$ cat src/rtl/layer_sequencer.sv
// Layer sequencer: latches a layer configuration on start_layer, walks filter groups and output
// rows issuing one row command per row over valid/ready, and pulses done_layer at the end.
module layer_sequencer #(
    parameter int unsigned FILTER_TILE = 16,
    parameter int unsigned ADDR_W      = 22
) (
    input  logic              clk,
    input  logic              rst,
    input  logic              start_layer,
    input  logic [8:0]        ifm_size,
    input  logic [10:0]       ifm_channel,
    input  logic [1:0]        kernel_size,
    input  logic [10:0]       num_filter,
    input  logic              maxpool_mode,
    input  logic [1:0]        maxpool_stride,
    input  logic              upsample_mode,
    input  logic [ADDR_W-1:0] start_read_addr,
    input  logic [ADDR_W-1:0] start_write_addr,
    output logic              cmd_valid,
    input  logic              cmd_ready,
    output logic [8:0]        cmd_row,
    output logic [10:0]       cmd_filter_base,
    output logic [4:0]        cmd_filter_cnt,
    output logic [10:0]       cmd_channel,
    output logic [ADDR_W-1:0] cmd_rd_addr,
    output logic [ADDR_W-1:0] cmd_wr_base,
    input  logic              row_done,
    output logic              done_layer,
    output logic              busy,
    output logic [8:0]        ofm_size,
    output logic              cfg_err
);

    typedef enum logic [2:0] {StIdle, StSetup, StIssue, StWait, StDone} state_e;

    state_e            state_q, state_d;
    logic [8:0]        ifm_size_q, ifm_size_d;
    logic [10:0]       ifm_channel_q, ifm_channel_d;
    logic [1:0]        kernel_size_q, kernel_size_d;
    logic [10:0]       num_filter_q, num_filter_d;
    logic              maxpool_mode_q, maxpool_mode_d;
    logic [1:0]        maxpool_stride_q, maxpool_stride_d;
    logic              upsample_mode_q, upsample_mode_d;
    logic [ADDR_W-1:0] rd_base_q, rd_base_d;
    logic [ADDR_W-1:0] wr_base_q, wr_base_d;
    logic [8:0]        conv_out_q, conv_out_d;
    logic [8:0]        ofm_size_q, ofm_size_d;
    logic [23:0]       area_q, area_d;
    logic [8:0]        row_q, row_d;
    logic [10:0]       filter_base_q, filter_base_d;
    logic              cfg_err_q, cfg_err_d;
    logic              busy_q, busy_d;
    logic              done_layer_q, done_layer_d;

    logic [8:0]  conv_out_w, pooled_w, ofm_w;
    logic        cfg_bad;
    logic [10:0] filters_left;

    // Derived geometry, evaluated from the latched config during SETUP.
    always_comb begin
        conv_out_w = ifm_size_q - 9'(kernel_size_q) + 9'd1;
        pooled_w   = (maxpool_mode_q && maxpool_stride_q == 2'd2) ? (conv_out_w >> 1) : conv_out_w;
        ofm_w      = upsample_mode_q ? (pooled_w << 1) : pooled_w;
        cfg_bad    = !(kernel_size_q == 2'd1 || kernel_size_q == 2'd3) ||
                     (ifm_size_q < 9'(kernel_size_q)) ||
                     (num_filter_q == 11'd0) ||
                     (maxpool_mode_q && !(maxpool_stride_q == 2'd1 || maxpool_stride_q == 2'd2));
    end

    always_comb begin
        state_d          = state_q;
        ifm_size_d       = ifm_size_q;
        ifm_channel_d    = ifm_channel_q;
        kernel_size_d    = kernel_size_q;
        num_filter_d     = num_filter_q;
        maxpool_mode_d   = maxpool_mode_q;
        maxpool_stride_d = maxpool_stride_q;
        upsample_mode_d  = upsample_mode_q;
        rd_base_d        = rd_base_q;
        wr_base_d        = wr_base_q;
        conv_out_d       = conv_out_q;
        ofm_size_d       = ofm_size_q;
        area_d           = area_q;
        row_d            = row_q;
        filter_base_d    = filter_base_q;
        cfg_err_d        = cfg_err_q;
        busy_d           = busy_q;
        done_layer_d     = 1'b0;

        unique case (state_q)
            StIdle: begin
                if (start_layer) begin
                    ifm_size_d       = ifm_size;
                    ifm_channel_d    = ifm_channel;
                    kernel_size_d    = kernel_size;
                    num_filter_d     = num_filter;
                    maxpool_mode_d   = maxpool_mode;
                    maxpool_stride_d = maxpool_stride;
                    upsample_mode_d  = upsample_mode;
                    rd_base_d        = start_read_addr;
                    wr_base_d        = start_write_addr;
                    cfg_err_d        = 1'b0;
                    busy_d           = 1'b1;
                    state_d          = StSetup;
                end
            end
            StSetup: begin
                conv_out_d    = conv_out_w;
                ofm_size_d    = ofm_w;
                area_d        = 24'(ofm_w) * 24'(ofm_w);
                row_d         = 9'd0;
                filter_base_d = 11'd0;
                if (cfg_bad) begin
                    cfg_err_d = 1'b1;
                    state_d   = StDone;
                end else begin
                    state_d = StIssue;
                end
            end
            StIssue: begin
                if (cmd_ready) state_d = StWait;
            end
            StWait: begin
                if (row_done) begin
                    if ({1'b0, row_q} + 10'd1 < {1'b0, conv_out_q}) begin
                        row_d   = row_q + 9'd1;
                        state_d = StIssue;
                    end else if (12'(filter_base_q) + 12'(FILTER_TILE) < 12'(num_filter_q)) begin
                        row_d         = 9'd0;
                        filter_base_d = filter_base_q + 11'(FILTER_TILE);
                        state_d       = StIssue;
                    end else begin
                        state_d = StDone;
                    end
                end
            end
            StDone: begin
                done_layer_d = 1'b1;
                busy_d       = 1'b0;
                state_d      = StIdle;
            end
            default: state_d = StIdle;
        endcase
    end

    always_ff @(posedge clk) begin
        if (rst) begin
            state_q          <= StIdle;
            ifm_size_q       <= '0;
            ifm_channel_q    <= '0;
            kernel_size_q    <= '0;
            num_filter_q     <= '0;
            maxpool_mode_q   <= 1'b0;
            maxpool_stride_q <= '0;
            upsample_mode_q  <= 1'b0;
            rd_base_q        <= '0;
            wr_base_q        <= '0;
            conv_out_q       <= '0;
            ofm_size_q       <= '0;
            area_q           <= '0;
            row_q            <= '0;
            filter_base_q    <= '0;
            cfg_err_q        <= 1'b0;
            busy_q           <= 1'b0;
            done_layer_q     <= 1'b0;
        end else begin
            state_q          <= state_d;
            ifm_size_q       <= ifm_size_d;
            ifm_channel_q    <= ifm_channel_d;
            kernel_size_q    <= kernel_size_d;
            num_filter_q     <= num_filter_d;
            maxpool_mode_q   <= maxpool_mode_d;
            maxpool_stride_q <= maxpool_stride_d;
            upsample_mode_q  <= upsample_mode_d;
            rd_base_q        <= rd_base_d;
            wr_base_q        <= wr_base_d;
            conv_out_q       <= conv_out_d;
            ofm_size_q       <= ofm_size_d;
            area_q           <= area_d;
            row_q            <= row_d;
            filter_base_q    <= filter_base_d;
            cfg_err_q        <= cfg_err_d;
            busy_q           <= busy_d;
            done_layer_q     <= done_layer_d;
        end
    end

    // Command fields derive only from registers, so they hold steady while stalled in ISSUE.
    always_comb begin
        filters_left    = num_filter_q - filter_base_q;
        cmd_valid       = (state_q == StIssue);
        cmd_row         = row_q;
        cmd_filter_base = filter_base_q;
        cmd_filter_cnt  = (filters_left >= 11'(FILTER_TILE)) ? 5'(FILTER_TILE) : filters_left[4:0];
        cmd_channel     = ifm_channel_q;
        cmd_rd_addr     = ADDR_W'(24'(rd_base_q) + 24'(row_q) * 24'(ifm_size_q));
        cmd_wr_base     = ADDR_W'(24'(wr_base_q) + 24'(filter_base_q) * area_q);
        done_layer      = done_layer_q;
        busy            = busy_q;
        ofm_size        = ofm_size_q;
        cfg_err         = cfg_err_q;
    end

endmodule

$ cat config.mk
export PLATFORM = sky130hd
export DESIGN_NAME = layer_sequencer
export DESIGN_NICKNAME = d
export VERILOG_FILES = /design/src/rtl/layer_sequencer.sv
export SDC_FILE = /design/constraint.sdc
export NUM_CORES = 1
export LEC_CHECK = 0
export CORE_MARGIN = 4
export CORE_UTILIZATION = 30
export CTS_CLUSTER_DIAMETER = 40
export DETAILED_ROUTE_END_ITERATION = 12
export HOLD_SLACK_MARGIN = 0.02
export SLEW_MARGIN = 20
export SYNTH_ARGS = -nofsm -noshare
export SYNTH_HDL_FRONTEND = slang
export SYNTH_SLANG_ARGS = --single-unit
$ cat constraint.sdc
create_clock -name clk -period 8.1 [get_ports clk]
set_input_delay 2.025 -clock clk [delete_from_list [all_inputs] [get_ports clk]]
set_output_delay 2.025 -clock clk [all_outputs]
set_load 0.01 [all_outputs]
Word level (Yosys, flattened, before mapping)

Cells that the tools add are included.

Logic and storage cells: 93
Register bits after elaboration: 143
Output and inout bits: 93

Muxes and demuxes: 24
Multipliers: 3
$add $sub $neg: 9
Eq/ne operators: 15
Reduce and logical (&&, ||, !) cells: 20
Order comparisons: 4

Operators with widths:

| cell                                                                | number |
|---|---|
| 2-to-1 mux 9 bit                                                    | 5 |
| multiplier 9 x 9 -> 18 bit                                          | 2 |
| 2-to-1 mux 11 bit                                                   | 3 |
| adder 22 x 18 -> 22 bit                                             | 1 |
| adder 22 bit                                                        | 1 |
| multiplier 11 x 18 -> 22 bit                                        | 1 |
| one-hot mux 11 bit (2 select lines)                                 | 1 |
| adder 9 x 1 -> 9 bit (second input constant)                        | 2 |
| 2-to-1 mux 3 bit                                                    | 6 |
| one-hot mux 9 bit (2 select lines)                                  | 1 |
| adder 11 x 5 -> 12 bit (second input constant)                      | 1 |
| less-than comparator 12 x 11 -> 1 bit                               | 1 |
| one-hot mux 3 bit (4 select lines)                                  | 1 |
| adder 11 x 5 -> 11 bit (second input constant)                      | 1 |
| greater-or-equal comparator 11 x 5 -> 1 bit (second input constant) | 1 |
| logical NOT 11 bit                                                  | 1 |
| subtractor 11 bit                                                   | 1 |
| adder 9 x 1 -> 10 bit (second input constant)                       | 1 |
| less-than comparator 10 x 9 -> 1 bit                                | 1 |
| != test 2 bit (second input constant)                               | 5 |
| less-than comparator 9 x 2 -> 1 bit                                 | 1 |
| AND reduction 3 bit                                                 | 3 |
| subtractor 9 x 2 -> 9 bit                                           | 1 |
| equality test 3 x 2 -> 1 bit (second input constant)                | 2 |
| 16 further kinds                                                    | 31 |

Longest topological paths before layout

Gate-level depths: netlist of run 1.

Depth in word-level cells: 8
Mapped depth: 30
Mapped depth without buffers: 29

Worst setup path before layout of run 1

No wires, ideal clock.

Path type: register to output
From: register filter_base_q[9], in the netlist cmd_filter_base[9]
To: output cmd_wr_base[20]
Data arrival time: 5.219 ns
Cell stages (with the launch flop): 19
Path slack: 0.856 ns
Path buffers: 2
Cells stage by stage: dfxtp_1 clkbuf_1 clkbuf_1 nand2_1 fa_1 inv_1 fa_1 fa_1 inv_1 fa_1 inv_1 fa_1 ha_1 or3_1 o21ai_0 o31ai_1 o41ai_1 nand3_1 o311ai_0

Word-level cells in the longest chain between the ends: 2

RTL lines:

| what                         | line | RTL |
|---|---|---|
| from (decl)                  | 50   | `logic [10:0] filter_base_q, filter_base_d;` |
| from (signal assigned)       | 181  | `filter_base_q <= filter_base_d;` |
| multiplier 11 x 18 -> 22 bit | 197  | `cmd_wr_base = ADDR_W'(24'(wr_base_q) + 24'(filter_base_q) * area_q);` |
| adder 22 bit                 | 197  |  |
| to (decl)                    | 26   | `output logic [ADDR_W-1:0] cmd_wr_base,` |

Every way passes these cells.

Worst setup path after layout of run 1

From: register ifm_size_q[0]
To: output cmd_rd_addr[13]

Word-level cells in the longest chain between the ends: 2

RTL lines:

| what                       | line | RTL |
|---|---|---|
| from (decl)                | 37   | `logic [8:0] ifm_size_q, ifm_size_d;` |
| from (signal assigned)     | 168  | `ifm_size_q <= ifm_size_d;` |
| multiplier 9 x 9 -> 18 bit | 196  | `cmd_rd_addr = ADDR_W'(24'(rd_base_q) + 24'(row_q) * 24'(ifm_size_q));` |
| adder 22 x 18 -> 22 bit    | 196  |  |
| to (decl)                  | 25   | `output logic [ADDR_W-1:0] cmd_rd_addr,` |

Every way passes these cells.

==> results of run 1 <==
[power by group]
| group | leakage, nW | internal [W] | switching, W |
|---|---|---|---|
| Sequential | 1.13 | 0.000728 | 0.0000677 |
| Clock | 0.272 | 0.000439 | 0.000345 |
| Combinational | 7.72 | 0.00124 | 0.00154 |
[final timing paths]
kind | start | end | slack [ns] | cells past startpoint
setup / recovery | ifm_size_q[0] | cmd_rd_addr[13] | 0.22 | 16
hold reg to reg | rd_base_q[14] | rd_base_q[14] | 0.46 | 2
hold / removal | rd_base_q[14] | rd_base_q[14] | 0.46 | 2
setup reg to reg | ifm_size_q[1] | area_q[17] | 1.06 | 23
[cells in the final DEF, fill, tap and decap left out, types with 35 or more instances in the layout]
cell type | netlist | routed
a21oi_1 | 148 | 146
and2_1 | 100 | 100
clkdlybuf4s50_1 | 0 | 167
conb_1 | 2 | 46
dfxtp_1 | 137 | 118
fa_1 | 205 | 205
ha_1 | 166 | 165
inv_1 | 319 | 318
nand2_1 | 338 | 338
nor2_1 | 84 | 82
nor3_1 | 35 | 35
xnor2_1 | 48 | 48
[stage by stage]
step / setup TNS [ns] / area [µm²] / instances
final: 0 / 20200 / 2965
after global routing: -0.0128 / 20200 / 2965
after CTS: 0 / 20100 / 2962
after detailed placement: 0 / 19400 / 2930
after global placement: 0 / 19400 / 2929
after floorplan: 0 / 17000 / 2074
[kinds of logic (layout without fill, tap and decap cells)]
kind of cell	Yosys count	count (layout)	synth area share, %
buffers and inverters	415	558	9.68
adder cells (fa/ha/maj)	371	371	36.8
XOR/XNOR	73	73	3.89
AND/OR/NAND/NOR	680	680	18.9
AO/OA/AOI/OAI	339	339	13.4
multiplexers	13	13	0.857
flip-flops	137	137	16.3
other	2	46	0.0447
[flip-flops by register name (all words and copies together) (netlist names)]
name and flops:
area_q 16, busy 1, cfg_err 1, cmd_channel 11, cmd_filter_base 7, cmd_row 9, conv_out_q 9, done_layer 1
ifm_size_q 9, kernel_size_q 2, maxpool_mode_q 1, maxpool_stride_q 2, num_filter_q 11, ofm_size 9, rd_base_q 22, state_q 3
upsample_mode_q 1, wr_base_q 22
[area by class of cell]
cell class,instances,area (µm²)
Clock buffer,19,453
Clock inverter,13,119
Fill cell,5717,35000
Inverter,321,1200
Multi-Input combinational cell,1522,12700
Sequential cell,137,2780
Tap cell,748,936
Timing Repair Buffer,205,2010
[critical path, stage by stage, from the launching register on]
cell             delay [ns]
dfxtp_4                0.42
nand2_1                0.10
fa_1                   0.56
fa_1                   0.45
fa_1                   0.50
fa_1                   0.49
inv_1                  0.05
fa_1                   0.43
ha_1                   0.23
or3_1                  0.43
a21oi_2                0.17
o21ai_1                0.13
a2111oi_4              0.42
buf_4                  0.18
nor2_1                 0.06
xnor2_1                0.20
clkdlybuf4s50_1        0.57
[layer usage]
layer	GRT usage, %	up-vias	part of all wire, %
met5	0	-	0
li1	-	6836	-
met4	4.92	0	2.4
met1	19.2	6687	44
met3	3.07	53	5.4
met2	26.2	311	48
[repair_timing]
item / 4_1_cts / 5_1_grt
pin swaps: 0 / 4
resized for setup: 10 / 35
buffers inserted: 0 / 3
endpoints found under the setup margin: 12 / 12
==> results_dict.tcl, run 1 <==
set metrics [dict create \
    outcome "complete, no violations" \
    netlist.area_leader.share_pct 24.4 \
    synth_most_common_cell "nand2_1" \
    grt_remaining_overflow 0 \
    hold_class "reg2reg" \
    clock-skew-final_ns 0.0167 \
    final.period_utilization_pct 97.3 \
    htreeDepth 4 \
    grt_usage_pct 15.2 \
    drv_cap 0 \
    fin_ws_ns 0.219 \
    yosys_warnings 0 \
    ys_seq_elements 137 \
    synthFlopType "dfxtp_1" \
    endpoint_kind "output pin" \
    cts_buffer_depth 2 \
    start_util_pct 30.4 \
    cts_made_buffers 17 \
    area_delta_synth_final_pct 20.2 \
    startpoint_type "flop" \
    drive_gt1_share_pct 5.95 \
    clk_latency_ns 0.47 \
    die_h_um 245 \
    power_w 0.00436 \
    synth_area_leaders "fa_1 24%, dfxtp_1 16%, ha_1 12%, nand2_1 7.6%, inv_1 7.1%" \
    io_pins 179 \
    core_area_um2 55200 \
    first_global_vias 14241 \
    relSlewSlack_pct 28.0 \
    gp_congestion 0.852 \
    final-setup-viol-count 0 \
    clkSlewWorstSetupHoldPaths_ns 0.07 \
    fin_hold_ws_ns 0.457 \
    root_buffer "clkbuf_16" \
    ys_seq_area_share_pct 16.3 \
    min_period_ns 7.88 \
    drt_iter0_markers 798 \
    hpwl_um 36000 \
    routed_wirelength_um 45000 \
    syn_area_um2 16800 \
    crit_type "reg2out" \
    max-vdd-ir-drop_uv 242 \
    synth_edf_count 0 \
    grt_first_pass_wirelength_um 73600 \
    final_antenna_net_count 0 \
    first_pass_iters 5 \
    hold_viol_final 0 \
    required_ns 6.08 \
    place_ws_ns 0.285 \
    ys_types 90 \
    vias 13887 \
    yosysTopAreaCell "fa_1" \
    rows 86 \
    critPathMaxFanout 12 \
    die_w_um 245 \
    fin_nets 2661 \
    cts_tree "built" \
    port_buffers 174 \
    dieArea_um2 59800 \
    drc 0 \
    synth_area_per_cell_um2 8.27 \
    num_antenna_cells 0 \
    synthArstFlopShare_pct 0 \
    timing.fmax_ghz 0.127 \
    netlist_top_cells_count "338 x nand2_1, 319 x inv_1, 205 x fa_1" \
    viasPerCell 4.68 \
    grt_max_degree 82 \
    cts_sinks 137 \
    worstMarginPinSlew_ns 1.08 \
    synth_cells 2030 \
    post_drt_wl_per_cell_um 15.2 \
    slew_viol_final 0 \
    antenna_found_initial 0 \
    critPathArrivalTime_ns 5.86 \
    power_density_nw_per_um2 216 \
    final_core_util_pct 36.5 \
    p_leak_nw 9.13 \
    hold_buffers 0 \
]
Note: power is estimated with default switching activity, not from simulation.
==> inputs of run 2 (changes only) <==
--- a/config.mk
+++ b/config.mk
@@ -5,11 +5,14 @@
 export SDC_FILE = /design/constraint.sdc
 export NUM_CORES = 1
 export LEC_CHECK = 0
+export CELL_PAD_IN_SITES_DETAIL_PLACEMENT = 1
+export CELL_PAD_IN_SITES_GLOBAL_PLACEMENT = 2
 export CORE_MARGIN = 4
 export CORE_UTILIZATION = 30
 export CTS_CLUSTER_DIAMETER = 40
 export DETAILED_ROUTE_END_ITERATION = 12
 export HOLD_SLACK_MARGIN = 0.02
+export PLACE_DENSITY_LB_ADDON = 0.1
 export SLEW_MARGIN = 20
 export SYNTH_ARGS = -nofsm -noshare
 export SYNTH_HDL_FRONTEND = slang
==> results_dict.tcl, run 2 (synthesis gave the netlist of run 1 again) <==
set metrics [dict create \
    final_common_cell "nand2_1" \
    port_buffers 174 \
    final.period_utilization_pct 96.1 \
    layout_common_cells "338 x nand2_1, 317 x inv_1, 205 x fa_1" \
    slew_viol_final 0 \
    rrSetupSlack_ns 0.83 \
    path_delay_family "adder cells" \
    timing.fmax_ghz 0.128 \
    startpoint_type "flop" \
    crit_chain "buf_4, and2_1, fa_1, inv_1, fa_1, fa_1, inv_1, fa_1, fa_1, ha_2, o211ai_1, o21bai_2, a21oi_2, o41ai_4, o311ai_1, clkdlybuf4s50_1" \
    min_period_ns 7.79 \
    final_antenna_net_count 0 \
    critPathArrivalTime_ns 5.76 \
    multi_input_area_um2 12800 \
    power_density_nw_per_um2 225 \
    fin_nets 2670 \
    cts_made_buffers 17 \
    required_ns 6.08 \
    cts_tree "built" \
    root_buffer "clkbuf_16" \
    hold_buffers 0 \
    drc 0 \
    viasPerCell 4.74 \
    top_regs "rd_base_q x22, wr_base_q x22, area_q x16" \
    power_w 0.00458 \
    hold_class "reg2reg" \
    regArea_um2 2770 \
    max-vdd-ir-drop_uv 275 \
    drt_iter0_markers 359 \
    grt_max_degree 70 \
    die_w_um 245 \
    antenna_found_initial 3 \
    final-setup-viol-count 0 \
    clk_latency_ns 0.50 \
    final_cell_area_um2 20400 \
    worstMarginPinSlew_ns 1.04 \
    first_pass_iters 4 \
    io_pins 179 \
    grt_usage_pct 18.0 \
    fillers 6538 \
    outcome "complete, no violations" \
    drv_cap 0 \
    routed_wirelength_um 52200 \
    dpl-instance-area_um2 19500 \
    die_h_um 245 \
    rows 86 \
    relSlewSlack_pct 30.7 \
    start_util_pct 30.4 \
    cpPeakStageDelay_ns 0.60 \
    hold_viol_final 0 \
    fin_tns_setup_ns 0 \
    critPathMaxFanout 13 \
    core_area_um2 55200 \
    rsz0062_at_grt "no" \
    p_leak_nw 9.22 \
    crit_top_cell "fa_1" \
    drive_gt1_share_pct 6.78 \
    vias 14100 \
    area_delta_synth_final_pct 21.3 \
    cts_sinks 137 \
    cts_buffer_depth 2 \
    hpwl_um 41800 \
    htreeDepth 4 \
    clock-skew-final_ns 0.0216 \
    crit_type "reg2out" \
    sequentialPowerShare_pct 17.4 \
    dieArea_um2 59800 \
    gp_congestion 0.812 \
    p_switching_w 0.00209 \
    first_global_vias 15593 \
    switching_share_pct 45.6 \
    clkSlewWorstSetupHoldPaths_ns 0.06 \
    crit_buf_inv 4 \
    p_comb_share_pct 63.7 \
    post_drt_wl_per_cell_um 17.5 \
    grt_remaining_overflow 0 \
    p_int_w 0.00249 \
    endpoint_kind "output pin" \
    crit_slowest_cell "clkdlybuf4s50_1" \
    p_clk_share_pct 18.9 \
    grt_first_pass_wirelength_um 84900 \
]
==> run 2: final timing paths <==
kind | depth (start not counted) | endpoint | startpoint
max | 16 | cmd_rd_addr[16] | cmd_row[6]
min reg2reg | 2 | rd_base_q[14] | rd_base_q[14]
min | 2 | rd_base_q[14] | rd_base_q[14]
max reg2reg | 26 | area_q[17] | ifm_size_q[1]
==> run 2: tightest hold or removal path, cell delays in order (launching register included) <==
cell,delay [ns]
dfxtp_1,0.31
nand2_1,0.05
a21oi_1,0.05
==> run 2: what timing repair did <==
item	CTS	global route
endpoints found under the setup margin	13	13
buffers inserted	2	1
gates resized for setup	22	41
pin swaps	4	5
==> run 2: per-layer routing <==
layer / vias up / routed length [µm] / global-route usage (%)
met5: - / 0 / 0
met4: 0 / 1110 / 5.54
met3: 48 / 1420 / 2.72
met2: 150 / 25300 / 31.0
met1: 7036 / 24300 / 23.3
li1: 6866 / - / -
==> run 2: power by group through the flow <==
stage                     Sequential, W  Clock, W  Combinational [W]
after global routing           0.000805  0.000926            0.00336
after CTS                      0.000794  0.000907            0.00293
final                          0.000795  0.000866            0.00291
after detailed placement       0.000809         0            0.00290
after global placement         0.000806         0            0.00285
after floorplan                0.000780         0            0.00209
==> run 2: metrics by stage <==
| stage | hold slack (ns) | worst slack, ns | util [%] | std cells |
|---|---|---|---|---|
| floorplan | 0.425 | 0.856 | - | 2074 |
| global placement | 0.442 | 0.279 | 35.3 | 2939 |
| detailed placement | 0.447 | 0.134 | 35.3 | 2939 |
| CTS | 0.457 | 0.000560 | 36.6 | 2973 |
| global route | 0.485 | 0.0327 | 36.9 | 2977 |
| finish | 0.455 | 0.313 | 36.9 | 2977 |
==> run 2: layout make-up <==
type	instances	share of cell area, %
sequential	137	13.6
inverter	321	5.92
timing repair buffer	214	10.1
antenna	3	0.0369
clock buffer	19	2.18
multi-input combinational	1522	62.7
tap	748	4.60
clock inverter	13	0.836
==> inputs of run 3 (changes only) <==
--- a/config.mk
+++ b/config.mk
@@ -8,7 +8,7 @@
 export CELL_PAD_IN_SITES_DETAIL_PLACEMENT = 1
 export CELL_PAD_IN_SITES_GLOBAL_PLACEMENT = 2
 export CORE_MARGIN = 4
-export CORE_UTILIZATION = 30
+export CORE_UTILIZATION = 36
 export CTS_CLUSTER_DIAMETER = 40
 export DETAILED_ROUTE_END_ITERATION = 12
 export HOLD_SLACK_MARGIN = 0.02
==> results_dict.tcl, run 3 (synthesis gave the netlist of run 1 again) <==
set metrics [dict create \
    final_common_cell "nand2_1" \
    clock-skew-final_ns 0.0156 \
    viasPerCell 4.99 \
    cts_tree "built" \
    fin_nets 2669 \
    multi_input_area_um2 12700 \
    crit_type "reg2out" \
    cpPeakStageDelay_ns 0.55 \
    root_buffer "clkbuf_16" \
    crit_slowest_cell "fa_1" \
    rsz0062_at_grt "no" \
    hold_class "reg2reg" \
    gp_congestion 0.824 \
    top_layer "met4" \
    crit_chain "buf_4, nand2_1, fa_1, fa_1, inv_1, fa_1, fa_1, fa_1, ha_1, o211ai_1, o21bai_2, a21oi_2, or3_1, a31oi_1, xnor2_1, clkdlybuf4s50_1" \
    hold_buffers 0 \
    htreeDepth 4 \
    post_drt_wl_per_cell_um 17.8 \
    core_area_um2 45800 \
    io_pins 179 \
    die_h_um 224 \
    crit_buf_inv 3 \
    grt_usage_pct 20.5 \
    outcome "complete, no violations" \
    final-setup-viol-count 0 \
    cts_made_buffers 17 \
    clkSlewWorstSetupHoldPaths_ns 0.06 \
    path_delay_family "adder cells" \
    max-vdd-ir-drop_uv 285 \
    wl_met1_um 23000 \
    relSlewSlack_pct 36.4 \
    first_pass_iters 5 \
    rrSetupSlack_ns 0.94 \
    port_buffers 174 \
    vias 14100 \
    grt_max_degree 82 \
    dieArea_um2 50200 \
    endpoint_kind "output pin" \
    fin_ws_ns 0.253 \
    p_leak_nw 9.16 \
    worstMarginPinSlew_ns 0.952 \
    dr_wl_met2_um 24500 \
    antenna_found_initial 0 \
    critPathMaxFanout 11 \
    cts_sinks 137 \
    drv_cap 0 \
    rows 78 \
    first_global_vias 15489 \
    power_density_nw_per_um2 223 \
    final.period_utilization_pct 96.9 \
    required_ns 6.08 \
    hold_viol_final 0 \
    layout_common_cells "338 x nand2_1, 318 x inv_1, 205 x fa_1" \
    drive_gt1_share_pct 6.47 \
    clk_latency_ns 0.49 \
    num_antenna_cells 0 \
    start_util_pct 36.7 \
    dr_wl_met3_um 1670 \
    slew_viol_final 0 \
    grt_first_pass_wirelength_um 82300 \
    crit_top_cell "fa_1" \
    die_w_um 224 \
    critPathArrivalTime_ns 5.82 \
    power_w 0.00447 \
    startpoint_type "flop" \
    drt_iter0_markers 516 \
    drc 0 \
    regArea_um2 2790 \
    top_regs "rd_base_q x22, wr_base_q x22, area_q x16" \
    fin_hold_ws_ns 0.455 \
    routed_wirelength_um 50200 \
    min_period_ns 7.85 \
    final_antenna_net_count 0 \
    grt_remaining_overflow 0 \
    fillers 5509 \
    cts_buffer_depth 2 \
    place_ws_ns 0.0763 \
    timing.fmax_ghz 0.127 \
    area_delta_synth_final_pct 19.5 \
    hpwl_um 40200 \
]
[run 3: stage by stage]
step	setup TNS [ns]	util (%)	cell area [µm²]	cells
2_1_floorplan	0	-	17000	2074
3_3_place_gp	0	42.2	19300	2790
3_5_place_dp	0	42.2	19300	2790
4_1_cts	-0.0727	43.5	19900	2821
5_1_grt	0	43.8	20100	2824
6_report	0	43.8	20100	2824
[run 3: final cells by class]
| type | count | area share (%) |
|---|---|---|
| clock inverters | 13 | 0.493 |
| clock buffers | 18 | 2.19 |
| multi-input cells | 1522 | 63.4 |
| well taps | 600 | 3.74 |
| flip-flops and latches | 137 | 13.9 |
| inverters | 321 | 6.01 |
| repair buffers | 213 | 10.3 |
[run 3: routing by layer]
metal / GRT usage (%) / up-vias
met2: 35.3 / 162
met3: 3.73 / 38
li1: - / 6849
met1: 26.6 / 7051
met4: 5.31 / 0
met5: 0 / -
[run 3: path summary, 6_finish.rpt]
| path | from | end | depth (start not counted) |
|---|---|---|---|
| setup reg to reg | ifm_size_q[1] | area_q[17] | 24 |
| setup / recovery | cmd_row[5] | cmd_rd_addr[18] | 16 |
| hold / removal | rd_base_q[16] | rd_base_q[16] | 2 |
| hold reg to reg | rd_base_q[16] | rd_base_q[16] | 2 |
[run 3: tightest hold or removal path, cell delays in order (launching register included)]
cell and delay [ns]:
dfxtp_1 0.31, nand2_1 0.05, a21oi_1 0.05
[run 3: repair_timing]
action / CTS / global route
buffers inserted: 0 / 2
resized for setup: 20 / 37
setup endpoints to repair: 12 / 13
cloned: 0 / 0
pin swaps: 1 / 3
[run 3: power by group]
group	total, W	switching (W)	internal [W]
Clock	0.000757	0.000359	0.000398
Sequential	0.000796	0.0000674	0.000729
Combinational	0.00292	0.00165	0.00127
